**src/rtl/fc_credit_tracker.sv**
```systemverilog
// Transmit-side flow-control credit tracker: runs the InitFC1/InitFC2 handshake, then keeps
// per-type credit limits (from received FC DLLPs) and credits-consumed counters (from sent TLPs).
module fc_credit_tracker #(
    parameter int INFO_SIGNALS = 10,
    parameter int HDR_INIT_INF = 0
) (
    input  logic                    clk,
    input  logic                    rst_n,
    input  logic                    link_up,
    input  logic                    dllp_valid,
    input  logic [1:0]              dllp_kind,
    input  logic [1:0]              dllp_class,
    input  logic [INFO_SIGNALS-1:0] dllp_hdr_fc,
    input  logic [INFO_SIGNALS-1:0] dllp_data_fc,
    input  logic                    tlp_sent,
    input  logic [1:0]              tlp_class,
    input  logic [INFO_SIGNALS-1:0] tlp_data_credits,
    output logic [INFO_SIGNALS-1:0] PH_credit_limit,
    output logic [INFO_SIGNALS-1:0] PD_credit_limit,
    output logic [INFO_SIGNALS-1:0] NPH_credit_limit,
    output logic [INFO_SIGNALS-1:0] NPD_credit_limit,
    output logic [INFO_SIGNALS-1:0] CH_credit_limit,
    output logic [INFO_SIGNALS-1:0] CD_credit_limit,
    output logic [INFO_SIGNALS-1:0] PH_credit_consumed,
    output logic [INFO_SIGNALS-1:0] PD_credit_consumed,
    output logic [INFO_SIGNALS-1:0] NPH_credit_consumed,
    output logic [INFO_SIGNALS-1:0] NPD_credit_consumed,
    output logic [INFO_SIGNALS-1:0] CH_credit_consumed,
    output logic [INFO_SIGNALS-1:0] CD_credit_consumed,
    output logic [5:0]              infinite_flags,
    output logic                    fc_init_done,
    output logic                    protocol_err
);

    localparam logic [1:0] KIND_INIT1  = 2'b00;
    localparam logic [1:0] KIND_UPDATE = 2'b10;
    localparam logic [1:0] RSVD        = 2'b11;
    localparam logic [INFO_SIGNALS-1:0] INF_VAL = INFO_SIGNALS'(HDR_INIT_INF);
    localparam logic [INFO_SIGNALS-1:0] ONE     = INFO_SIGNALS'(1);

    typedef enum logic [1:0] {
        FC_INIT1,
        FC_INIT2,
        FC_ACTIVE
    } fc_state_e;

    fc_state_e              state_q, state_d;
    logic [2:0]             got_q, got_d;
    logic [5:0]             inf_q, inf_d;
    logic                   err_q, err_d;
    logic [INFO_SIGNALS-1:0] lim_q  [6];
    logic [INFO_SIGNALS-1:0] lim_d  [6];
    logic [INFO_SIGNALS-1:0] cons_q [6];
    logic [INFO_SIGNALS-1:0] cons_d [6];

    logic       dllp_ok;
    logic       tlp_ok;
    logic [2:0] dh, dd, th, td;

    // Type index = class*2 + (0 header, 1 data), matching the infinite_flags bit order.
    assign dh      = {dllp_class, 1'b0};
    assign dd      = {dllp_class, 1'b1};
    assign th      = {tlp_class, 1'b0};
    assign td      = {tlp_class, 1'b1};
    assign dllp_ok = dllp_valid && (dllp_kind != RSVD) && (dllp_class != RSVD);
    assign tlp_ok  = tlp_sent && (tlp_class != RSVD);

    always_comb begin
        state_d = state_q;
        got_d   = got_q;
        inf_d   = inf_q;
        err_d   = 1'b0;
        lim_d   = lim_q;
        cons_d  = cons_q;

        if (!link_up) begin
            state_d = FC_INIT1;
            got_d   = '0;
            inf_d   = '0;
            lim_d   = '{default: '0};
            cons_d  = '{default: '0};
        end else begin
            if (dllp_valid && ((dllp_kind == RSVD) || (dllp_class == RSVD)))
                err_d = 1'b1;
            if (tlp_sent && ((state_q != FC_ACTIVE) || (tlp_class == RSVD)))
                err_d = 1'b1;

            unique case (state_q)
                FC_INIT1: begin
                    if (got_q == 3'b111) begin
                        state_d = FC_INIT2;
                    end else if (dllp_ok && (dllp_kind == KIND_INIT1) && !got_q[dllp_class]) begin
                        lim_d[dh]         = dllp_hdr_fc;
                        lim_d[dd]         = dllp_data_fc;
                        inf_d[dh]         = (dllp_hdr_fc == INF_VAL);
                        inf_d[dd]         = (dllp_data_fc == INF_VAL);
                        got_d[dllp_class] = 1'b1;
                    end
                end
                FC_INIT2: begin
                    if (dllp_ok && (dllp_kind != KIND_INIT1))
                        state_d = FC_ACTIVE;
                end
                FC_ACTIVE: begin
                    if (dllp_ok && (dllp_kind == KIND_UPDATE)) begin
                        if (!inf_q[dh]) lim_d[dh] = dllp_hdr_fc;
                        if (!inf_q[dd]) lim_d[dd] = dllp_data_fc;
                    end
                    if (tlp_ok) begin
                        cons_d[th] = cons_q[th] + ONE;
                        cons_d[td] = cons_q[td] + tlp_data_credits;
                    end
                end
                default: state_d = FC_INIT1;
            endcase
        end
    end

    always_ff @(posedge clk or negedge rst_n) begin
        if (!rst_n) begin
            state_q <= FC_INIT1;
            got_q   <= '0;
            inf_q   <= '0;
            err_q   <= 1'b0;
            lim_q   <= '{default: '0};
            cons_q  <= '{default: '0};
        end else begin
            state_q <= state_d;
            got_q   <= got_d;
            inf_q   <= inf_d;
            err_q   <= err_d;
            lim_q   <= lim_d;
            cons_q  <= cons_d;
        end
    end

    assign PH_credit_limit     = lim_q[0];
    assign PD_credit_limit     = lim_q[1];
    assign NPH_credit_limit    = lim_q[2];
    assign NPD_credit_limit    = lim_q[3];
    assign CH_credit_limit     = lim_q[4];
    assign CD_credit_limit     = lim_q[5];
    assign PH_credit_consumed  = cons_q[0];
    assign PD_credit_consumed  = cons_q[1];
    assign NPH_credit_consumed = cons_q[2];
    assign NPD_credit_consumed = cons_q[3];
    assign CH_credit_consumed  = cons_q[4];
    assign CD_credit_consumed  = cons_q[5];
    assign infinite_flags      = inf_q;
    assign fc_init_done        = (state_q == FC_ACTIVE);
    assign protocol_err        = err_q;

endmodule

```
**config.mk**
```make
export PLATFORM = sky130hd
export DESIGN_NAME = fc_credit_tracker
export DESIGN_NICKNAME = d
export VERILOG_FILES = /design/src/rtl/fc_credit_tracker.sv
export SDC_FILE = /design/constraint.sdc
export NUM_CORES = 1
export LEC_CHECK = 0
export CORE_ASPECT_RATIO = 1.4
export CORE_MARGIN = 1
export CORE_UTILIZATION = 45
export DETAILED_ROUTE_END_ITERATION = 6
export PLACE_DENSITY = 0.77
export SYNTH_ARGS = -nofsm -noshare
export SYNTH_HDL_FRONTEND = slang
export SYNTH_SLANG_ARGS = --single-unit
```
**constraint.sdc**
```tcl
create_clock -name clk -period 2.3 [get_ports clk]
set_input_delay 0.345 -clock clk [delete_from_list [all_inputs] [get_ports clk]]
set_output_delay 0.345 -clock clk [all_outputs]
set_load 0.02 [all_outputs]
```
==> flow_summary.yaml, run 1 <==
critical_path:
  slowest_stage: "o211ai_1"
  crit_path_end_kind: "register"
  cp-start-kind: "input port"
  crit_path_max_incr_delay_ns: 0.41
  crit_top_cell: "buf_6"
  cp_cell_sequence: "clkdlybuf4s15_1, buf_6, buf_6, mux2i_1, o21ai_1, ha_1, nand3_2, o211ai_1, a311oi_2, xnor2_1, o22ai_1"
  worstPathArrival_ns: 2.64
  critical_path_buf_inv_count: 3
  cp_top_family: "compound AO/OA/AOI/OAI gates"
  critPathKind: "input port to register"
  critPathMaxFanout: 6
  worstPathRequired_ns: 2.59
cts:
  cts_htree_levels: 4
  clk_pin_slew_ns: 0.07
  numCtsBuffers: 17
  cts_tree: "yes"
  cts_max_path_buffers: 2
  cts_root_buf: "clkbuf_16"
  cts_sinks: 132
  clock_latency_ns: 0.42
global_routing:
  antenna_found_initial: 0
  grt-ovfl-total: 0
  gr-usage-all-layers_pct: 30.1
  grt_max_degree: 51
  grt_pass1_wl_mm: 36.2
  grt_pass1_vias: 7186
logic_synthesis:
  ys.flop_type: "dfrtp_1"
  syn_area_mm2: 0.00659
  avgSynthCellArea_um2: 10.2
  ys_seq_elements: 132
  synth_edf_count: 0
  synth.distinct_cells: 61
  syn-num-nets: 697
  syn-instance-count: 645
  async_reset_ff_share_pct: 100
  yosysSeqAreaShare_pct: 50.1
  yosys_warnings: 0
cells_and_area:
  final_cells: 1113
  layout-drive-gt1-share_pct: 20.7
  fin_area_mm2: 0.0101
  final_common_cell: "clkdlybuf4s50_1"
  areaGrowthSynthToFinish_pct: 53.1
  final_cell_mix: "clkdlybuf4s50_1, dfrtp_1, buf_4, nand2_1, a22o_1"
  nNetsFinal: 963
  antenna_cells: 0
placed_design:
  placedCellCount: 1071
  dp_hpwl_mm: 15.7
  dp_slack_ns: -0.782
  portBuffers: 168
  routabilityCongestion: 0.959
  place_area_mm2: 0.00923
status:
  outcome: "finished, violations left"
  failed_checks: "setup timing"
sta:
  min_period_ns: 2.36
  skew_ns: 0.0102
  fin_ws_ns: -0.0552
  slew_viol_final: 0
  tns_ns: -0.283
  hold_viol: 0
  finalCritPeriodShare_pct: 102
  worst_slew_pin_slew_ns: 0.539
  max_freq_ghz: 0.425
  rsz0062_at_grt: "true"
  slew_headroom_pct: 63.9
  setup_viol: 11
routing:
  antenna_left: 0
  m1WireLength_mm: 8.16
  drc: 0
  vias_per_cell: 6.09
  routed.top_layer: "met4"
  first_pass_iters: 6
  vias: 6775
  met2_length_mm: 11.7
  drt_wl_total_mm: 22.6
  drtIter0Drc: 416
  wl_per_cell_um: 20.3
  wl_met3_mm: 1.61
power:
  internal_power_mw: 4.59
  peakVddDrop_mv: 0.413
  p_sw_mw: 1.59
  p_leak_nw: 4.30
  power.density_mw_per_mm2: 613
  pwr-share-seq_pct: 39.4
  pwr-share-comb_pct: 12.3
  power.share.switching_pct: 25.8
  p_clk_share_pct: 48.3
floorplan:
  row_count: 52
  io_pins: 169
  die_area_mm2: 0.0151
  die_w_um: 104
  die_height_um: 145
  start_util_pct: 45.8
  coreArea_mm2: 0.0144
flow_run:
  drv_cap: 0
min_path:
  min_path_type: "input port to asynchronous set/reset pin"
worst paths after layout:
check / slack, ns / endpoint / cells after the start / start
hold reg to reg: 0.51 / NPH_credit_limit[2] / 1 / NPH_credit_limit[2]
hold / removal: 0.33 / NPH_credit_limit[9] / 2 / rst_n
setup reg to reg: -0.04 / PD_credit_consumed[8] / 9 / PD_credit_consumed[0]
max in group asynchronous: 1.24 / NPH_credit_consumed[7] / 3 / rst_n
setup / recovery: -0.06 / CD_credit_consumed[9] / 11 / tlp_class[1]
min in group clk: 0.35 / infinite_flags[3] / 3 / link_up
per-stage QoR:
| step | util, % | hold WS (ns) | power (mW) |
|---|---|---|---|
| 3_3_place_gp | 64.2 | 0.221 | 3.19 |
| 3_5_place_dp | 64.2 | 0.228 | 3.21 |
| 4_1_cts | 69.5 | 0.322 | 6.21 |
| 2_1_floorplan | - | 0.0494 | 2.79 |
| 5_1_grt | 70.2 | 0.348 | 6.37 |
| 6_report | 70.2 | 0.331 | 6.19 |
routing by layer:
metal	GRT usage (%)	up-vias
met5	0	-
met1	32.9	3328
met4	19.2	0
met3	6.51	98
met2	52.4	379
li1	-	2970
power groups by stage:
stage	sequential (mW)	clock, mW	combinational (mW)
2_1_floorplan	2.56	0	0.233
4_1_cts	2.44	3.02	0.750
3_5_place_dp	2.48	0	0.729
6_report	2.44	2.99	0.762
5_1_grt	2.45	3.12	0.806
3_3_place_gp	2.48	0	0.710
cell usage after synthesis, types with 4 or more instances:
master     count  area share [%]
nand4_1        4            0.38
or3_1          7            0.66
a21oi_1       39             3.0
nor3_1        12            0.91
xnor2_1        5            0.66
or4_1          4            0.46
o211ai_1      13             1.5
dfrtp_1      132              50
o2bb2ai_1     11             1.5
nor4_1         5            0.47
buf_2          7            0.53
o22ai_1       13             1.2
ha_1          10             1.9
a22o_1        60             8.0
nor2_1        17            0.97
xor2_1         6            0.80
buf_1          7            0.40
o2111ai_1      7            0.93
a2bb2oi_1      5            0.66
nand3_1       44             3.3
a211oi_1       4            0.46
mux2i_1       23             3.5
inv_1          8            0.46
o21ai_0       28             2.1
clkbuf_1      24             1.4
o311ai_0       5            0.66
nand2_1       90             5.1
what timing repair did:
| item | 4_1_cts | 5_1_grt |
|---|---|---|
| pin swaps | 22 | 18 |
| hold endpoints to repair | 14 | 0 |
| hold buffers | 1 | 0 |
| endpoints found under the setup margin | 30 | 41 |
| buffers inserted | 6 | 3 |
| cloned | 0 | 0 |
| gates resized for setup | 20 | 14 |
area by class of cell:
| type | instances | area (µm²) |
|---|---|---|
| Clock inverter | 15 | 216 |
| Tap cell | 189 | 236 |
| Sequential cell | 132 | 3300 |
| Multi-Input combinational cell | 462 | 3220 |
| Fill cell | 1042 | 4290 |
| Inverter | 9 | 33.8 |
| Clock buffer | 17 | 425 |
| Timing Repair Buffer | 289 | 2660 |
cells by family (layout without fill, tap and decap cells):
| logic type | after synthesis | count (layout) | share of synthesized area, % |
|---|---|---|---|
| buf+inv | 51 | 330 | 3.28 |
| flops | 132 | 132 | 50.1 |
| mux | 23 | 23 | 3.49 |
| fa+ha+maj | 11 | 11 | 2.20 |
| compound gates | 212 | 212 | 24.6 |
| xor+xnor | 11 | 11 | 1.46 |
| simple gates | 205 | 205 | 14.8 |
worst register-to-register path, cell delays in order (launching register included):
cell and delay [ns]:
dfrtp_1 0.41, mux2i_1 0.15, o21ai_1 0.08, ha_2 0.21, fa_2 0.40, a21o_1 0.20
a211oi_2 0.28, o21ai_2 0.11, and2_4 0.17, o311ai_2 0.23
Note: power is estimated with default switching activity, not from simulation.
==> run 2: changes to the inputs <==
Settings changed: CORE_MARGIN 1 to 2.
==> run 2 against run 1 <==
Against the previous run: the run still ends with setup timing left; setup slack better by 0.030 ns; utilization down 1.1 points; global-route usage down 1.6 points; critical path depth down 2; worst hold slack better by 0.051 ns.
==> flow_summary.yaml, run 2 (synthesis gave the netlist of run 1 again) <==
cells_and_area:
  layout-drive-gt1-share_pct: 19.8
  nNetsFinal: 959
  fin_area_mm2: 0.00993
  final_common_cell: "clkdlybuf4s50_1"
  antenna_cells: 0
  final_cells: 1109
  final_util_pct: 69.1
  areaGrowthSynthToFinish_pct: 50.7
  final_cell_mix: "clkdlybuf4s50_1, dfrtp_1, buf_4, nand2_1, a22o_1"
critical_path:
  critPathKind: "register to register"
  cp-start-kind: "register"
  worstPathRequired_ns: 2.60
  critPathMaxFanout: 3
  worstPathArrival_ns: 2.62
  crit_path_end_kind: "register"
global_routing:
  antenna_found_initial: 0
  grt_max_degree: 62
  grt_pass1_wl_mm: 35.5
  grt-ovfl-total: 0
  gr-usage-all-layers_pct: 28.5
  grt_pass1_vias: 6751
flow_run:
  drv_cap: 0
power:
  p_sw_mw: 1.53
  power.density_mw_per_mm2: 584
  p_leak_nw: 4.24
  internal_power_mw: 4.27
  pwr-share-comb_pct: 12.8
  pwr-share-seq_pct: 42.0
  p_clk_share_pct: 45.2
  peakVddDrop_mv: 0.427
  power.share.switching_pct: 26.4
  finalPower_mw: 5.80
routing:
  drc: 0
  first_pass_iters: 5
  vias_per_cell: 5.94
  vias: 6589
  antenna_left: 0
  drtIter0Drc: 392
  wl_per_cell_um: 19.7
  drt_wl_total_mm: 21.9
cts:
  clk_pin_slew_ns: 0.06
  cts_sinks: 132
  numCtsBuffers: 17
  clock_latency_ns: 0.42
  cts_root_buf: "clkbuf_16"
  cts_max_path_buffers: 2
  cts_htree_levels: 4
  cts_tree: "yes"
sta:
  tns_ns: -0.0365
  slew_viol_final: 0
  max_freq_ghz: 0.430
  skew_ns: 0.0106
  slew_headroom_pct: 59.6
  hold_viol: 0
  fin_ws_ns: -0.0255
  setup_viol: 3
  worst_slew_pin_slew_ns: 0.606
  finalCritPeriodShare_pct: 101
  min_period_ns: 2.33
  rsz0062_at_grt: "true"
min_path:
  min_path_type: "input port to register"
placed_design:
  placedCellCount: 1070
  portBuffers: 168
  dp_hpwl_mm: 15.6
  place_area_mm2: 0.00922
  routabilityCongestion: 0.927
floorplan:
  die_area_mm2: 0.0156
  start_util_pct: 45.8
  io_pins: 169
  row_count: 52
  coreArea_mm2: 0.0144
  die_w_um: 106
  die_height_um: 147
status:
  failed_checks: "setup timing"
  outcome: "finished, violations left"
[run 2: critical path, cell delays in order (launching register included)]
cell and delay [ns]:
dfrtp_1 0.40, mux2i_1 0.15, o21ai_1 0.11, ha_2 0.20, fa_2 0.37, a21o_1 0.21, a211oi_2 0.27, o21bai_1 0.13
xnor2_1 0.26, o21ai_1 0.10
[run 2: worst paths after layout]
check / from / to / slack (ns) / depth (start not counted)
worst max-delay path: PD_credit_consumed[0] / CD_credit_consumed[6] / -0.03 / 9
max in group asynchronous: rst_n / NPD_credit_consumed[4] / 1.10 / 3
worst min-delay path: link_up / got_q[1] / 0.38 / 3
worst min register to register: CD_credit_limit[9] / CD_credit_limit[9] / 0.50 / 1
min in group asynchronous: rst_n / NPH_credit_limit[1] / 0.48 / 2
worst max register to register: PD_credit_consumed[0] / CD_credit_consumed[6] / -0.03 / 9
[run 2: layout make-up]
cell class	instances	area (µm²)
repair buffers	285	2610
clock buffers	20	447
clock inverters	12	120
multi-input cells	462	3180
fillers	1086	4450
flip-flops and latches	132	3300
well taps	189	236
inverters	9	33.8
[run 2: per-layer routing]
| metal | track usage [%] | wire (µm) | vias up |
|---|---|---|---|
| li1 | - | - | 2963 |
| met1 | 33.0 | 8080 | 3259 |
| met2 | 50.0 | 11500 | 312 |
| met3 | 6.70 | 1560 | 55 |
| met4 | 12.4 | 730 | 0 |
| met5 | 0 | 0 | - |
[run 2: what timing repair did]
item | in CTS | in global routing
resized for setup | 14 | 10
pin swaps | 9 | 10
hold endpoints to repair | 43 | 0
buffers inserted | 2 | 4
hold buffers | 1 | 0
endpoints found under the setup margin | 34 | 32
[run 2: power groups by stage]
stage	Combinational (mW)	Sequential [mW]	Clock, mW
after floorplan	0.233	2.56	0
after global placement	0.712	2.48	0
after detailed placement	0.727	2.48	0
after CTS	0.738	2.44	2.66
after global routing	0.788	2.45	2.77
final	0.740	2.44	2.62
[run 2: through the flow]
stage          setup slack [ns]  hold slack, ns
5_1_grt                  -0.142           0.409
4_1_cts                 -0.0234           0.361
3_3_place_gp             -0.592           0.385
3_5_place_dp             -0.714           0.397
6_report                -0.0255           0.382
2_1_floorplan            -0.271          0.0494
